### config.mk
export PLATFORM = sky130hd
export DESIGN_NAME = store_write_buffer_flat
export DESIGN_NICKNAME = d
export VERILOG_FILES = /design/src/rtl/store_write_buffer_if.sv /design/src/rtl/store_write_buffer.sv /design/src/flat_wrapper.sv
export SDC_FILE = /design/constraint.sdc
export NUM_CORES = 1
export LEC_CHECK = 0
export CORE_ASPECT_RATIO = 1.1
export CORE_UTILIZATION = 52
export DETAILED_ROUTE_END_ITERATION = 10
export PLACE_DENSITY = 0.76
export SYNTH_ARGS = -nofsm -noshare
export SYNTH_HDL_FRONTEND = slang
export SYNTH_SLANG_ARGS = --single-unit
export TNS_END_PERCENT = 50
### constraint.sdc
create_clock -name clk -period 4.2 [get_ports clk]
set_input_delay 0.63 -clock clk [delete_from_list [all_inputs] [get_ports clk]]
set_output_delay 0.63 -clock clk [all_outputs]
set_load 0.01 [all_outputs]
### src/rtl/store_write_buffer_if.sv
// store_write_buffer_if: core store/load, flush and memory-port signals of the store write buffer
interface store_write_buffer_if #(
  parameter int DEPTH = 4,
  parameter int AW = 32,
  parameter int DW = 32
);
  localparam int CW = $clog2(DEPTH) + 1;
  logic st_valid;
  logic [AW-1:0] st_addr;
  logic [DW-1:0] st_data;
  logic st_ready;
  logic ld_valid;
  logic [AW-1:0] ld_addr;
  logic [DW-1:0] ld_data;
  logic ld_fwd;
  logic flush;
  logic flush_done;
  logic mem_we;
  logic [AW-1:0] mem_a;
  logic [DW-1:0] mem_wd;
  logic [DW-1:0] mem_rd;
  logic empty;
  logic [CW-1:0] count;
  modport master (
    output st_valid, st_addr, st_data, ld_valid, ld_addr, flush, mem_rd,
    input st_ready, ld_data, ld_fwd, flush_done, mem_we, mem_a, mem_wd, empty, count
  );
  modport slave (
    input st_valid, st_addr, st_data, ld_valid, ld_addr, flush, mem_rd,
    output st_ready, ld_data, ld_fwd, flush_done, mem_we, mem_a, mem_wd, empty, count
  );
endinterface

### src/rtl/store_write_buffer.sv
// store_write_buffer: posted-store FIFO draining into a shared memory port with load forwarding
module store_write_buffer #(
  parameter int DEPTH = 4,
  parameter int AW = 32,
  parameter int DW = 32
) (
  input logic clk,
  input logic rst,
  store_write_buffer_if.slave bus
);
  localparam int PW = $clog2(DEPTH);
  localparam int CW = PW + 1;
  typedef enum logic {RUN, FLUSH} state_t;
  state_t state, state_nx;
  logic [AW-1:0] e_addr [DEPTH];
  logic [DW-1:0] e_data [DEPTH];
  logic [DEPTH-1:0] e_valid;
  logic [PW-1:0] wr_ptr, rd_ptr;
  logic [CW-1:0] cnt;
  logic push, pop, empty_i;
  assign empty_i = cnt == '0;
  assign bus.empty = empty_i;
  assign bus.count = cnt;
  assign bus.st_ready = cnt < CW'(DEPTH) && state == RUN;
  assign push = bus.st_valid && bus.st_ready;
  // Reset gates the drain so a reset cycle never writes a discarded store
  assign pop = !rst && !bus.ld_valid && !empty_i;
  assign bus.mem_we = pop;
  assign bus.mem_a = bus.ld_valid ? bus.ld_addr : pop ? e_addr[rd_ptr] : '0;
  assign bus.mem_wd = pop ? e_data[rd_ptr] : '0;
  // Scan oldest to newest so the youngest matching entry wins
  always_comb begin
    bus.ld_fwd = 1'b0;
    bus.ld_data = bus.mem_rd;
    for (int i = 0; i < DEPTH; i++) begin
      if (e_valid[rd_ptr + PW'(i)] && e_addr[rd_ptr + PW'(i)] == bus.ld_addr) begin
        bus.ld_fwd = 1'b1;
        bus.ld_data = e_data[rd_ptr + PW'(i)];
      end
    end
  end
  always_comb begin
    state_nx = state == RUN ? (bus.flush ? FLUSH : RUN) : (empty_i ? RUN : FLUSH);
    bus.flush_done = state == FLUSH && empty_i;
  end
  always_ff @(posedge clk) begin
    if (rst) begin
      state <= RUN;
      wr_ptr <= '0;
      rd_ptr <= '0;
      cnt <= '0;
      e_valid <= '0;
    end else begin
      state <= state_nx;
      if (push) begin
        e_addr[wr_ptr] <= bus.st_addr;
        e_data[wr_ptr] <= bus.st_data;
        e_valid[wr_ptr] <= 1'b1;
        wr_ptr <= wr_ptr + 1'b1;
      end
      if (pop) begin
        e_valid[rd_ptr] <= 1'b0;
        rd_ptr <= rd_ptr + 1'b1;
      end
      cnt <= cnt + CW'(push) - CW'(pop);
    end
  end
endmodule

### src/flat_wrapper.sv
// flat-port wrapper written by rule: the top's interface ports become plain ports
module store_write_buffer_flat 
#(
  parameter int DEPTH = 4,
  parameter int AW = 32,
  parameter int DW = 32
)
  (clk, rst, bus_st_valid, bus_st_addr, bus_st_data, bus_ld_valid, bus_ld_addr, bus_flush, bus_mem_rd, bus_st_ready, bus_ld_data, bus_ld_fwd, bus_flush_done, bus_mem_we, bus_mem_a, bus_mem_wd, bus_empty, bus_count);
  store_write_buffer_if #(.DEPTH(DEPTH), .AW(AW), .DW(DW)) bus_i ();
  input logic clk;
  input logic rst;
  input wire logic [$bits(bus_i.st_valid)-1:0] bus_st_valid;
  input wire logic [$bits(bus_i.st_addr)-1:0] bus_st_addr;
  input wire logic [$bits(bus_i.st_data)-1:0] bus_st_data;
  input wire logic [$bits(bus_i.ld_valid)-1:0] bus_ld_valid;
  input wire logic [$bits(bus_i.ld_addr)-1:0] bus_ld_addr;
  input wire logic [$bits(bus_i.flush)-1:0] bus_flush;
  input wire logic [$bits(bus_i.mem_rd)-1:0] bus_mem_rd;
  output wire logic [$bits(bus_i.st_ready)-1:0] bus_st_ready;
  output wire logic [$bits(bus_i.ld_data)-1:0] bus_ld_data;
  output wire logic [$bits(bus_i.ld_fwd)-1:0] bus_ld_fwd;
  output wire logic [$bits(bus_i.flush_done)-1:0] bus_flush_done;
  output wire logic [$bits(bus_i.mem_we)-1:0] bus_mem_we;
  output wire logic [$bits(bus_i.mem_a)-1:0] bus_mem_a;
  output wire logic [$bits(bus_i.mem_wd)-1:0] bus_mem_wd;
  output wire logic [$bits(bus_i.empty)-1:0] bus_empty;
  output wire logic [$bits(bus_i.count)-1:0] bus_count;
  assign bus_i.st_valid = bus_st_valid;
  assign bus_i.st_addr = bus_st_addr;
  assign bus_i.st_data = bus_st_data;
  assign bus_i.ld_valid = bus_ld_valid;
  assign bus_i.ld_addr = bus_ld_addr;
  assign bus_i.flush = bus_flush;
  assign bus_i.mem_rd = bus_mem_rd;
  assign bus_st_ready = bus_i.st_ready;
  assign bus_ld_data = bus_i.ld_data;
  assign bus_ld_fwd = bus_i.ld_fwd;
  assign bus_flush_done = bus_i.flush_done;
  assign bus_mem_we = bus_i.mem_we;
  assign bus_mem_a = bus_i.mem_a;
  assign bus_mem_wd = bus_i.mem_wd;
  assign bus_empty = bus_i.empty;
  assign bus_count = bus_i.count;
  store_write_buffer #(.DEPTH(DEPTH), .AW(AW), .DW(DW)) u_core (.clk(clk), .rst(rst), .bus(bus_i));
endmodule
==> impl_results.md <==
- Status: finished, violations left
- Violated checks: negative setup slack
- Placed cell count: approximately 2200
- Final worst slack: -642 ps
- Critical Path AT: 4210 ps
- Most instantiated cells after synthesis: 256 x edfxtp_1, 220 x mux4_2, 110 x mux2i_1
- Slowest stage cell, crit path: mux4_2
- Clk network pwr share: 0.213
- Final hold vios: 0
- Int Pwr: 8010 uW
- TritonCTS Buffers: 29
- Maximum clock rate: 207 MHz
- Final Instance Area: 0.0256 sq mm
- Dominant synthesized flop cell: edfxtp_1
- Pre-CTS setup slack: -539 ps
- Die width: 186 microns
- FP Rows: 73
- Synth area leaders: edfxtp_1 40%, mux4_2 26%, mux2i_1 5.7%
- Netlist Area Pre-Place: 0.0194 sq mm
- Synth Instances: 1370
- Placed Area: around 0.024 sq mm
- Yosys top cell area share: 0.396
- CTS H-tree depth: 1
- Crit path top cell by count: buf_4
- Clock insertion delay at the later pin of the skew report: 580 ps
- Fin. max-slew vios: 0
- Largest net degree at the start of global routing: 72
- Number of flops mapped to enable cells by yosys: 256
- Warnings from Yosys: 0
- Met3 global-route usage: 0.0542
- Worst Skew: 11.7 ps
- Vias in the first global route: 15300
- Antenna-violating nets left: 0
- Global-route wire length before repair: 94.1 mm
- Antenna violations before repair: 1
- Area Growth Syn to Fin: 32.0%
- Pwr/cell area: about 480 mW/mm^2
- Hold_buf cts: 0
- Worst slew pin tran: 912 ps
- Switching Fraction: 0.347
- Fin nets: between 1500 and 2000
- Switching power: around 4300 uW
- Post-Syn Nets: between 1500 and 2000
- Clock sink total: 270
- GR Util met1: 0.455
- Max_slew headroom: 0.387
- Lkg Pwr: just over 0.008 uW
- Hpwl dp: 41.3 mm
- Crit path kind: flop to primary output
- Sequential share of the synthesized area: 0.411
- Unrepaired setup endpoints after global routing: yes
- TritonRoute pass-1 iters: 6
- Most frequent cell after synthesis: edfxtp_1
- Crit path capture type: primary output
- DRC viols: 0
- Reg clk slew, reported paths: 70 ps
- Bufs on Longest Clock Path: 3
- Die H: 205 microns
- Combinational group share of total power: 0.522
- Met2 usage: 0.540
- Die area: 0.0381 sq mm
- Core area: approximately 0.036 sq mm
- Synth async-reset ratio: 0
- Crit path max-delay family: buffers and inverters
- Max_cap viols: 0
- Final setup fails: 33
- GRT overflow: 0
- Worst path buffer plus inverter count: 7
- Clock Tree Root: clkbuf_16
- Share of cells above drive strength 1: 0.378
- CTS tree: done
- Port bufs: 236
- Maximum fanout along the worst path: 16
- Maximum vdd drop: 0.352 mV
- Mean Syn Cell Area: 14.2 sq um
- Fin crit period: around 4800 ps
- Starting Density: 0.532
- Worst min path class: flop to flop
- Finished Layout Cells: 2283
- Avg Vias per Cell: 6.96
- Distinct cells, synth: 72
- Synth area leader: edfxtp_1
- Gpl congestion: between 0.9 and 1
- DR iter-0 viols: 2082
- Final period util: 1.15
- WP data required: 3570 ps
- CP Launch Type: flop
- Sum Neg Setup Slack: -15690 ps
- Final wirelength: 65.3 mm
- DR vias: 15900
- Synth Register Bits: 270
- Wire length per cell: 28.6 microns
- Delay of the slowest critical-path stage: 510 ps
- GR peak layer: met2
- Io pins: 237
- Sequential share of power: 0.265
- Critical Path, Cell by Cell: inv_4 -> ha_4 -> buf_6 -> buf_16 -> mux4_2 -> xnor2_1 -> buf_4 -> o221ai_1 -> nor4bb_2 -> nand3_2 -> buf_4 -> clkbuf_16 -> a211oi_2 -> o22ai_1 -> o21ai_1 -> clkdlybuf4s15_2
- Gr usage total: 0.335
==> worst min-delay path, cell delays in order (launching register included) <==
cell     delay, ps
dfxtp_1        320
nor2_1         100
nor3_1          50
==> sequential cells by signal (all words and copies together), names as in the netlist, named ones only <==
signal	count
u_core.rd_ptr	2
u_core.e_addr	128
u_core.e_data	128
u_core.state	1
u_core.e_valid	4
u_core.wr_ptr	2
u_core.bus.count	3
==> final timing paths <==
| kind | to | start | depth (start not counted) | slack (ps) |
|---|---|---|---|---|
| worst max-delay path | bus_ld_data[10] | u_core.rd_ptr[1]$_SDFFE_PP0P_ | 16 | -640 |
| worst min-delay path | u_core.state$_SDFF_PP0_ | u_core.state$_SDFF_PP0_ | 2 | 510 |
| worst max register to register | u_core.bus.count[2]$_SDFF_PP0_ | u_core.bus.count[2]$_SDFF_PP0_ | 11 | 1280 |
| worst min register to register | u_core.state$_SDFF_PP0_ | u_core.state$_SDFF_PP0_ | 2 | 510 |
==> layout by cell type (no fill, tap or decap), types with 27 or more instances in the layout <==
cell | Yosys | final
xnor2_1 | 102 | 94
o21ai_1 | 32 | 33
and2_1 | 39 | 35
buf_4 | 12 | 225
clkbuf_16 | 0 | 34
nand2_1 | 70 | 64
mux2i_1 | 110 | 108
a211oi_2 | 0 | 27
clkdlybuf4s50_1 | 0 | 203
mux4_2 | 220 | 221
nand4_1 | 40 | 40
a22o_1 | 29 | 29
o22ai_1 | 35 | 30
edfxtp_1 | 256 | 256
==> cell families after synthesis <==
family                   after synthesis  synth area share
multiplexers                         345             0.326
flip-flops                           270             0.411
AO/OA/AOI/OAI                        242            0.0931
AND/OR/NAND/NOR                      229            0.0659
buffers and inverters                154            0.0422
XOR/XNOR                             119            0.0541
adder cells (fa/ha/maj)               11           0.00748
==> through the flow <==
step,util,total power (uW),hold WS [ps]
2_1_floorplan,-,7020,477
3_3_place_gp,0.648,8910,498
3_5_place_dp,0.648,9000,496
4_1_cts,0.692,12000,509
5_1_grt,0.703,12700,530
6_report,0.703,12300,505
==> power by group through the flow <==
stage / logic, uW / registers [uW] / clock network (uW)
4_1_cts: 6120 / 3240 / 2620
3_3_place_gp: 5600 / 3310 / 0
2_1_floorplan: 3770 / 3260 / 0
5_1_grt: 6690 / 3270 / 2730
3_5_place_dp: 5680 / 3320 / 0
6_report: 6410 / 3250 / 2610
==> metal layers <==
metal,wire length [microns],part of all wire,vias to the layer above
li1,-,-,6514
met1,23900,0.37,8000
met2,31300,0.48,1168
met3,7090,0.11,199
met4,2990,0.046,0
met5,0,0,-
==> layout make-up <==
type / instances / area [sq um]
Clock buffer: 33 / 741
Multi-Input combinational cell: 946 / 11000
Inverter: 12 / 47.5
Timing Repair Buffer: 513 / 4980
Clock inverter: 21 / 220
Fill cell: 2397 / 10800
Tap cell: 487 / 609
Antenna cell: 1 / 2.50
Sequential cell: 270 / 7980
==> timing repair <==
item                       CTS  global route
buffers inserted            21            15
gates resized for setup    147            71
pin swaps                   22            15
setup endpoints to repair   33            33
cloned                       8             5
Note: power is estimated with default switching activity, not from simulation.
